## src/rtl/alu_exec_unit.sv

```systemverilog
// Execute-stage ALU. It decodes and evaluates RV32I/RV64I base ALU ops in a
// single cycle. M-extension ops run on an iterative radix-2 multiply/divide
// engine that stalls the pipeline through in_ready while it is busy.
module alu_exec_unit #(
    parameter int unsigned XLEN   = 32,
    parameter bit          MDU_EN = 1'b1
) (
    input  logic            clk,
    input  logic            rst_n,
    input  logic            in_valid,
    output logic            in_ready,
    input  logic [1:0]      alu_op,
    input  logic [2:0]      funct3,
    input  logic [6:0]      funct7,
    input  logic [XLEN-1:0] op_a,
    input  logic [XLEN-1:0] op_b,
    input  logic            flush,
    output logic            out_valid,
    output logic [XLEN-1:0] out_result,
    output logic            out_zero,
    output logic            illegal,
    output logic            busy
);

    localparam int unsigned ShW  = $clog2(XLEN);
    localparam int unsigned CntW = $clog2(XLEN);
    localparam logic [XLEN-1:0] MinNeg  = {1'b1, {(XLEN-1){1'b0}}};
    localparam logic [XLEN-1:0] AllOnes = {XLEN{1'b1}};
    localparam logic [CntW-1:0] CntLast = CntW'(XLEN - 1);

    typedef enum logic [1:0] {StIdle, StMul, StDiv, StDone} state_e;

    state_e              state_q, state_d;
    logic [CntW-1:0]     cnt_q, cnt_d;
    // Multiply: {partial product high, multiplier/product low}.
    // Divide:   {partial remainder, dividend/quotient}.
    logic [2*XLEN-1:0]   acc_q, acc_d;
    logic [XLEN-1:0]     mcand_q, mcand_d;
    logic [2:0]          f3_q, f3_d;
    logic                neg_q, neg_d;
    logic                rneg_q, rneg_d;
    logic                special_q, special_d;
    logic                valid_q, valid_d;
    logic [XLEN-1:0]     res_q, res_d;
    logic                ill_q, ill_d;

    logic                accept;
    logic [ShW-1:0]      shamt;
    logic [XLEN-1:0]     add_res, sub_res, sll_res, srl_res, sra_res, slt_res, sltu_res;
    logic [XLEN-1:0]     base_res;
    logic                dec_illegal, dec_md;

    logic                a_signed, b_signed, a_neg, b_neg;
    logic [XLEN-1:0]     a_mag, b_mag;
    logic                div_zero, div_ovf;

    logic [XLEN:0]       mul_sum;
    logic [2*XLEN-1:0]   mul_step;
    logic [XLEN:0]       div_shift, div_diff;
    logic [2*XLEN-1:0]   div_step;

    logic [2*XLEN-1:0]   prod_fix;
    logic [XLEN-1:0]     quo_fix, rem_fix, md_res;

    assign busy     = (state_q != StIdle);
    assign in_ready = !busy && !flush;
    assign accept   = in_valid && in_ready;

    // Base-op datapath: every candidate result computed in parallel.
    always_comb begin
        shamt    = op_b[ShW-1:0];
        add_res  = op_a + op_b;
        sub_res  = op_a - op_b;
        sll_res  = op_a << shamt;
        srl_res  = op_a >> shamt;
        sra_res  = $signed(op_a) >>> shamt;
        slt_res  = {{(XLEN-1){1'b0}}, ($signed(op_a) < $signed(op_b))};
        sltu_res = {{(XLEN-1){1'b0}}, (op_a < op_b)};
    end

    // Decode alu_op/funct3/funct7 into a base result, an M-op request or illegal.
    always_comb begin
        dec_illegal = 1'b0;
        dec_md      = 1'b0;
        base_res    = '0;
        unique case (alu_op)
            2'b00: base_res = add_res;
            2'b01: base_res = sub_res;
            2'b10: begin
                if (funct7 == 7'b000_0000) begin
                    case (funct3)
                        3'b000: base_res = add_res;
                        3'b001: base_res = sll_res;
                        3'b010: base_res = slt_res;
                        3'b011: base_res = sltu_res;
                        3'b100: base_res = op_a ^ op_b;
                        3'b101: base_res = srl_res;
                        3'b110: base_res = op_a | op_b;
                        3'b111: base_res = op_a & op_b;
                    endcase
                end else if (funct7 == 7'b010_0000 && funct3 == 3'b000) begin
                    base_res = sub_res;
                end else if (funct7 == 7'b010_0000 && funct3 == 3'b101) begin
                    base_res = sra_res;
                end else if (funct7 == 7'b000_0001 && MDU_EN) begin
                    dec_md = 1'b1;
                end else begin
                    dec_illegal = 1'b1;
                end
            end
            2'b11: begin
                case (funct3)
                    3'b000: base_res = add_res;
                    3'b001: begin
                        if (funct7[5]) dec_illegal = 1'b1;
                        else           base_res    = sll_res;
                    end
                    3'b010: base_res = slt_res;
                    3'b011: base_res = sltu_res;
                    3'b100: base_res = op_a ^ op_b;
                    3'b101: base_res = funct7[5] ? sra_res : srl_res;
                    3'b110: base_res = op_a | op_b;
                    3'b111: base_res = op_a & op_b;
                endcase
            end
        endcase
    end

    // M-op operand setup: signedness per funct3, magnitudes and early-out detection.
    always_comb begin
        if (funct3[2]) begin
            a_signed = !funct3[0];
            b_signed = !funct3[0];
        end else begin
            // MUL/MULH signed x signed, MULHSU signed x unsigned, MULHU unsigned.
            a_signed = (funct3[1:0] != 2'b11);
            b_signed = !funct3[1];
        end
        a_neg    = a_signed && op_a[XLEN-1];
        b_neg    = b_signed && op_b[XLEN-1];
        a_mag    = a_neg ? -op_a : op_a;
        b_mag    = b_neg ? -op_b : op_b;
        div_zero = funct3[2] && (op_b == '0);
        div_ovf  = funct3[2] && !funct3[0] && (op_a == MinNeg) && (op_b == AllOnes);
    end

    // One iteration of shift-add multiply and restoring divide.
    always_comb begin
        mul_sum   = {1'b0, acc_q[2*XLEN-1:XLEN]}
                  + (acc_q[0] ? {1'b0, mcand_q} : {(XLEN+1){1'b0}});
        mul_step  = {mul_sum, acc_q[XLEN-1:1]};
        div_shift = {acc_q[2*XLEN-1:XLEN], acc_q[XLEN-1]};
        div_diff  = div_shift - {1'b0, mcand_q};
        if (!div_diff[XLEN]) begin
            div_step = {div_diff[XLEN-1:0], acc_q[XLEN-2:0], 1'b1};
        end else begin
            div_step = {div_shift[XLEN-1:0], acc_q[XLEN-2:0], 1'b0};
        end
    end

    // Sign correction and half/quotient/remainder selection for the DONE cycle.
    always_comb begin
        prod_fix = neg_q  ? -acc_q : acc_q;
        quo_fix  = neg_q  ? -acc_q[XLEN-1:0] : acc_q[XLEN-1:0];
        rem_fix  = rneg_q ? -acc_q[2*XLEN-1:XLEN] : acc_q[2*XLEN-1:XLEN];
        if (f3_q[2]) begin
            md_res = f3_q[1] ? rem_fix : quo_fix;
        end else if (f3_q[1:0] == 2'b00) begin
            md_res = prod_fix[XLEN-1:0];
        end else begin
            md_res = prod_fix[2*XLEN-1:XLEN];
        end
    end

    // Next-state logic for the FSM, the engine registers and the result registers.
    always_comb begin
        state_d   = state_q;
        cnt_d     = cnt_q;
        acc_d     = acc_q;
        mcand_d   = mcand_q;
        f3_d      = f3_q;
        neg_d     = neg_q;
        rneg_d    = rneg_q;
        special_d = special_q;
        valid_d   = 1'b0;
        res_d     = res_q;
        ill_d     = ill_q;

        unique case (state_q)
            StIdle: begin
                if (accept && dec_md) begin
                    state_d   = funct3[2] ? StDiv : StMul;
                    cnt_d     = '0;
                    f3_d      = funct3;
                    ill_d     = 1'b0;
                    special_d = div_zero || div_ovf;
                    if (!funct3[2]) begin
                        acc_d   = {{XLEN{1'b0}}, b_mag};
                        mcand_d = a_mag;
                        neg_d   = a_neg ^ b_neg;
                        rneg_d  = 1'b0;
                    end else if (div_zero) begin
                        acc_d  = {op_a, AllOnes};
                        neg_d  = 1'b0;
                        rneg_d = 1'b0;
                    end else if (div_ovf) begin
                        acc_d  = {{XLEN{1'b0}}, MinNeg};
                        neg_d  = 1'b0;
                        rneg_d = 1'b0;
                    end else begin
                        acc_d   = {{XLEN{1'b0}}, a_mag};
                        mcand_d = b_mag;
                        neg_d   = a_neg ^ b_neg;
                        rneg_d  = a_neg;
                    end
                end else if (accept) begin
                    valid_d = 1'b1;
                    ill_d   = dec_illegal;
                    res_d   = dec_illegal ? '0 : base_res;
                end
            end
            StMul: begin
                acc_d = mul_step;
                cnt_d = cnt_q + CntW'(1);
                if (cnt_q == CntLast) state_d = StDone;
            end
            StDiv: begin
                if (special_q) begin
                    state_d = StDone;
                end else begin
                    acc_d = div_step;
                    cnt_d = cnt_q + CntW'(1);
                    if (cnt_q == CntLast) state_d = StDone;
                end
            end
            StDone: begin
                state_d = StIdle;
                cnt_d   = '0;
                res_d   = md_res;
            end
            default: state_d = StIdle;
        endcase

        // Flush drops whatever is in flight, including a result due this cycle.
        if (flush) begin
            state_d = StIdle;
            cnt_d   = '0;
            valid_d = 1'b0;
            res_d   = res_q;
        end
    end

    // State and datapath registers.
    always_ff @(posedge clk or negedge rst_n) begin
        if (!rst_n) begin
            state_q   <= StIdle;
            cnt_q     <= '0;
            acc_q     <= '0;
            mcand_q   <= '0;
            f3_q      <= '0;
            neg_q     <= 1'b0;
            rneg_q    <= 1'b0;
            special_q <= 1'b0;
            valid_q   <= 1'b0;
            res_q     <= '0;
            ill_q     <= 1'b0;
        end else begin
            state_q   <= state_d;
            cnt_q     <= cnt_d;
            acc_q     <= acc_d;
            mcand_q   <= mcand_d;
            f3_q      <= f3_d;
            neg_q     <= neg_d;
            rneg_q    <= rneg_d;
            special_q <= special_d;
            valid_q   <= valid_d;
            res_q     <= res_d;
            ill_q     <= ill_d;
        end
    end

    // Outputs: base results come from res_q, M results are formed in DONE.
    always_comb begin
        out_valid  = (valid_q || (state_q == StDone)) && !flush;
        out_result = (state_q == StDone) ? md_res : res_q;
        out_zero   = (out_result == '0);
        illegal    = ill_q;
    end

endmodule

```

## config.mk

```make
export PLATFORM = sky130hd
export DESIGN_NAME = alu_exec_unit
export DESIGN_NICKNAME = d
export VERILOG_FILES = /design/src/rtl/alu_exec_unit.sv
export SDC_FILE = /design/constraint.sdc
export NUM_CORES = 2
export LEC_CHECK = 0
export ABC_AREA = 1
export BUFFER_PORTS_ARGS = -buffer_cell sky130_fd_sc_hd__buf_2
export CORE_AREA = 5 5 288 290
export DETAILED_ROUTE_END_ITERATION = 10
export DIE_AREA = 0 0 293 295
export PLACE_DENSITY = 0.63
export SLEW_MARGIN = 20
export SYNTH_ARGS = -nofsm -noshare
export SYNTH_HDL_FRONTEND = slang
export SYNTH_SLANG_ARGS = --single-unit
```

## constraint.sdc

```tcl
create_clock -name clk -period 2.9 [get_ports clk]
set_input_delay 0.145 -clock clk [delete_from_list [all_inputs] [get_ports clk]]
set_output_delay 0.145 -clock clk [all_outputs]
set_load 0.03 [all_outputs]
```

Word-level counts from Yosys, hierarchy flattened
Index checks and enable logic that the tools add are counted.
{"block": "word_totals", "ff_bits": 143, "in_bits": 80, "output_inout_bits": 37, "wordCells": 161}
{"block": "classes", "n_addsub": 10, "magnitude_cmp": 2, "eq_ne": 27, "shift": 3, "muxes": 68, "n_bitwise": 5, "reduce_logical": 35}
{"op": "$mux W32", "count": 21}
{"op": "$pmux W32 S8", "count": 2}
{"op": "$mux W64", "count": 6}
{"op": "$pmux W64 S3", "count": 1}
{"op": "$neg A32 Y32", "count": 4}
{"op": "$pmux W32 S4", "count": 1}
{"op": "$eq A32 B32 Y1 const B", "count": 2}
{"op": "$logic_not A32 Y1", "count": 2}
{"op": "$lt A32 B32 Y1", "count": 2}
{"op": "$neg A64 Y64", "count": 1}
{"op": "$pmux W32 S2", "count": 1}
{"op": "$add A32 B32 Y33", "count": 1}
{"op": "$sub A33 B32 Y33", "count": 1}
{"op": "$add A32 B32 Y32", "count": 1}
{"op": "$and A32 B32 Y32", "count": 1}
{"op": "$or A32 B32 Y32", "count": 1}
{"op": "$shl A32 B5 Y32", "count": 1}
{"op": "$shr A32 B5 Y32", "count": 1}
{"op": "$sshr A32 B5 Y32", "count": 1}
{"op": "$sub A32 B32 Y32", "count": 1}
{"op": "$xor A32 B32 Y32", "count": 1}
{"op": "$mux W1", "count": 25}
{"op": "$pmux W5 S4", "count": 1}
{"op": "$mux W5", "count": 3}
{"op": "27 further kinds", "count": 68}

Depth between registers and ports, before layout
{"block": "logic_depth", "ltp_word": 10, "ltp_mapped": 26, "mapped_depth_nobuf": 23}

Worst setup path before layout
OpenSTA, ideal clock, no wires.
{"block": "synth_path", "kind": "reg2out", "startpoint": "register acc_q[32]", "endpoint": "output port out_zero", "arrival_ns": 2.665, "required_ns": 2.755, "path_slack_ns": 0.090, "path_stages_with_launch": 23, "path_cell_list": "dfrtp_1 inv_1 ha_1 nand2_4 nor2_1 nand2_1 nor2_1 nand2_1 nand2_1 nand2_1 nand2_1 nand2_1 nand2_1 nand2_1 nand2_1 nand2_1 nand2_1 nand2_1 nor2_1 nand2_1 nor2_1 nand2_1 nor2_1"}
{"block": "synth_via", "elab_chain_cells": 6, "word_cells_on_any_way": 9, "classes_between": "add/sub: 2; mux: 6; reduce/logical: 1"}
{"element": "start: declaration", "line": "37", "text": "logic [2*XLEN-1:0] acc_q, acc_d;"}
{"element": "start signal: assignment", "line": "258", "text": "acc_q <= '0;"}
{"element": "start signal: assignment", "line": "270", "text": "acc_q <= acc_d;"}
{"element": "$neg A64 Y64 / $neg A32 Y32 (equally long branches)", "line": "163, 165"}
{"element": "$mux W64 / $mux W32 (equally long branches)", "line": "163, 165"}
{"element": "$mux W32, on equally long branches", "line": "168, 167"}
{"element": "$mux W32 *", "line": "166", "text": "if (f3_q[2]) begin"}
{"element": "$mux W32 *", "line": "285", "text": "out_result = (state_q == StDone) ? md_res : res_q;"}
{"element": "via out_result[28]", "line": "19", "text": "output logic [XLEN-1:0] out_result,"}
{"element": "$logic_not A32 Y1 *", "line": "286", "text": "out_zero = (out_result == '0);"}
{"element": "end: declaration", "line": "20", "text": "output logic out_zero,"}
The timed path passes the listed nets; every way through them passes the cells marked *.

Final worst setup path
{"block": "layout_path", "startpoint": "register acc_q[2]", "endpoint": "output port out_zero"}
{"block": "layout_via", "elab_chain_cells": 6, "word_cells_on_any_way": 9, "classes_between": "add/sub: 2; mux: 6; reduce/logical: 1"}
{"element": "$neg A64 Y64 / $neg A32 Y32 (equally long branches)", "line": "163, 164"}
{"element": "$mux W64 / $mux W32 (equally long branches)", "line": "163, 164"}
{"element": "$mux W32, on equally long branches", "line": "168, 167"}
{"element": "$mux W32 *", "line": "166"}
{"element": "$mux W32 *", "line": "285"}
{"element": "$logic_not A32 Y1 *", "line": "286"}
Mark *: on every way between the ends. The rest lies on a longest branch, timed or not.

==> run_results.csv <==
group,metric,value,unit
synth,synth-edff-count,0,
synth,syn_area_per_cell,5.423,um^2
clock_tree,clk_pin_slew_worst_paths,70,ps
power_and_ir_drop,switching_share,0.5663,
placement,gp_congestion,1.188,
layout,final_area,42660,um^2
global_route,grt_pass1_vias,41940,
power_and_ir_drop,comb_power_share,0.800,
critical_path,worst-setup-path-type,"flip-flop to primary output",
timing,clock_skew,19.19,ps
clock_tree,tritoncts,"yes",
power_and_ir_drop,sequentialPowerShare,0.123,
placement,place_area,39350,um^2
timing,post-route-period-util,1.165,
synth,syn_area,30090,um^2
timing,tightest_slew,1065,ps
critical_path,end_kind,"primary output",
die,initial_core_util,0.3760,
timing,setup_viol,50,
global_route,gr-total-overflow,0,
critical_path,start_kind,"flip-flop",
power_and_ir_drop,internal_power,12710,uW
global_route,antenna_found_initial,14,
synth,synthArstFlopShare,1.000,
run_status,status,"complete, but fails checks",
route,ant_nets,0,
power_and_ir_drop,leakage,0.02183,uW
placement,portBuffers,116,
synth,syn_inst,5548,
critical_path,rrSetupSlack,-210,ps
synth,ys_seq_area_frac,0.1189,
clock_tree,cts_max_path_buffers,2,
synth,netlist.area_leader.share,0.2234,
synth,ys_ff_latch,143,
clock_tree,cts_made_buffers,17,
critical_path,worst-path-max-fanout,4,
timing,slew_viol_final,0,
timing,hold_viol_final,0,
route,totalWireLength,214.1,mm
run,maxCapViolations,0,
route,wl_per_cell,28.04,um
synth,synth_top_area_cell,"nand2_1",
layout,final_common_cell,"nand2_1",
synth,yosys_warnings,0,
power_and_ir_drop,power_switching,16600,uW
timing,fmax,295.9,MHz
global_route,grt_max_degree,83,
route,first_pass_iters,7,
synth,ys_types,64,
power_and_ir_drop,power.clock.fraction,0.077,
timing,rsz0062_at_grt,"yes",
run_status,violations,"negative setup slack",
layout,area_growth_syn_to_layout,41.81,%
hold_path,hold_class,"primary input to flip-flop",
layout,layout.nets,6816,
die,die_y,295,um
route,drt-initial-drc-count,5877,
global_route,grt_use_total,0.4701,
synth,ys.flop_type,"dfrtp_1",
clock_tree,insertion_delay,480,ps
layout,drive_above_1_share,0.2794,
die,core,80030,um^2
critical_path,worstPathArrival,3230,ps
die,io_pins,117,
timing,setup_ws,-479.9,ps
timing,finalCriticalPeriod,3380,ps
placement,dp.final_hpwl,173.8,mm
route,viasPerCell,5.886,
power_and_ir_drop,p_per_area,687.0,nW/um^2
synth,synth_fp_nets,5806,
timing,fin_tns_setup,-4116,ps
route,num_vias,44950,
die,row_count,104,
layout,layout_common_cells,"1,670 x nand2_1, 1,068 x buf_4, 535 x nand3_1",
global_route,grt_pass1_wl,295.4,mm
clock_tree,clock-sinks,143,
route,drc,0,
clock_tree,cts_max_level,4,
layout,fillers,8388,
critical_path,critical_path_required,2760,ps
timing,max_slew_margin,0.2831,
die,die_width,293,um
power_and_ir_drop,ir_drop,0.5971,mV
die,dieArea,86440,um^2
clock_tree,cts-root-buf,"clkbuf_16",
synth,ys_top_cells_by_area,"nand2_1 22%, dfrtp_1 12%, nand3_1 9.3%",
-- kinds of logic after synthesis --
| group | Yosys count | share of synthesized area |
|---|---|---|
| mux | 6 | 0.001996 |
| compound gates | 1107 | 0.2065 |
| simple gates | 3125 | 0.4392 |
| flops | 143 | 0.1189 |
| buf+inv | 837 | 0.1141 |
| fa+ha+maj | 178 | 0.07502 |
| xor+xnor | 152 | 0.04425 |
-- routing by layer --
metal,global-route usage,wire [um],vias to the layer above,share of wire
met4,0.4557,27760,6,0.13
li1,-,-,20260,-
met3,0.1049,21150,943,0.099
met1,0.5332,75580,20730,0.35
met5,0,37,-,0.00017
met2,0.7251,89620,3008,0.42
-- cell type report --
type | count | area, um^2 | share of cell area
flip-flops and latches | 143 | 3621 | 0.08487
inverters | 563 | 2133 | 0.05000
repair buffers | 1265 | 10220 | 0.2396
clock buffers | 17 | 425.4 | 0.009971
diodes | 6 | 15.01 | 0.0003519
clock inverters | 15 | 125.1 | 0.002933
well taps | 1060 | 1326 | 0.03109
multi-input cells | 4568 | 24800 | 0.5812
-- power groups by stage --
stage,Clock [uW],Sequential (uW),Combinational [uW]
after floorplan,0,3180,9960
after global placement,0,3490,19600
after detailed placement,0,3510,19600
after CTS,2220,3530,20700
after global routing,2310,3630,24600
final,2250,3610,23400
-- through the flow --
| stage | util | std cells | power (uW) | hold WS, ps | worst slack (ps) |
|---|---|---|---|---|---|
| 2_1_floorplan | - | 5548 | 13140 | -150.6 | 89.62 |
| 3_3_place_gp | 0.4917 | 7509 | 23050 | 255.4 | -283.7 |
| 3_5_place_dp | 0.4917 | 7509 | 23120 | 262.4 | -299.9 |
| 4_1_cts | 0.5106 | 7577 | 26430 | 42.10 | -320.8 |
| 5_1_grt | 0.5329 | 7631 | 30540 | 86.68 | -572.2 |
| 6_report | 0.5331 | 7637 | 29310 | 63.67 | -479.9 |
-- final timing paths --
check,from,endpoint,depth (start not counted)
setup / recovery,acc_q[2]$_DFFE_PN0P_,out_zero,17
hold / removal,flush,state_q[1]$_DFFE_PN0P_,3
setup reg to reg,acc_q[38]$_DFFE_PN0P_,acc_q[63]$_DFFE_PN0P_,21
max in group asynchronous,rst_n,res_q[29]$_DFFE_PN0P_,3
min in group asynchronous,rst_n,acc_q[45]$_DFFE_PN0P_,2
hold reg to reg,res_q[8]$_DFFE_PN0P_,res_q[8]$_DFFE_PN0P_,2
-- flip-flops by register name, indices dropped and copies added (netlist names) --
name / count
illegal: 1
neg_q: 1
acc_q: 64
cnt_q: 5
rneg_q: 1
res_q: 32
valid_q: 1
f3_q: 3
special_q: 1
state_q: 2
mcand_q: 32
-- cells in the mapped netlist (36+ instances only) --
cell	n
xor2_1	141
o21ai_1	64
nand2_1	1791
nand4_1	51
nor2_2	36
clkbuf_1	117
o22ai_1	66
nand3_1	560
nor3_1	45
inv_1	529
a21oi_1	403
dfrtp_1	143
o211ai_1	84
ha_1	174
buf_2	96
o21ai_0	344
nor2_1	536
-- timing repair --
item	CTS	global route
resized for setup	227	363
setup buffers	35	52
pin swaps	63	170
setup endpoints to repair	47	70
hold endpoints to repair	80	0
gates cloned	0	5
hold buffers	1	0
-- worst max-delay path: stages, from the launching register on --
cell	delay, ps
dfrtp_2	480
nor2_4	210
nand2_4	100
nor2_4	210
buf_6	140
nand3_4	70
nor3_4	180
nand3_2	120
nand3_2	80
nand3_1	90
nand2_1	100
nand2_2	110
a21boi_2	220
nand2_1	80
nor2_1	150
nand3_1	120
nor2_1	130
buf_4	170
(Power assumes the default switching activity.)
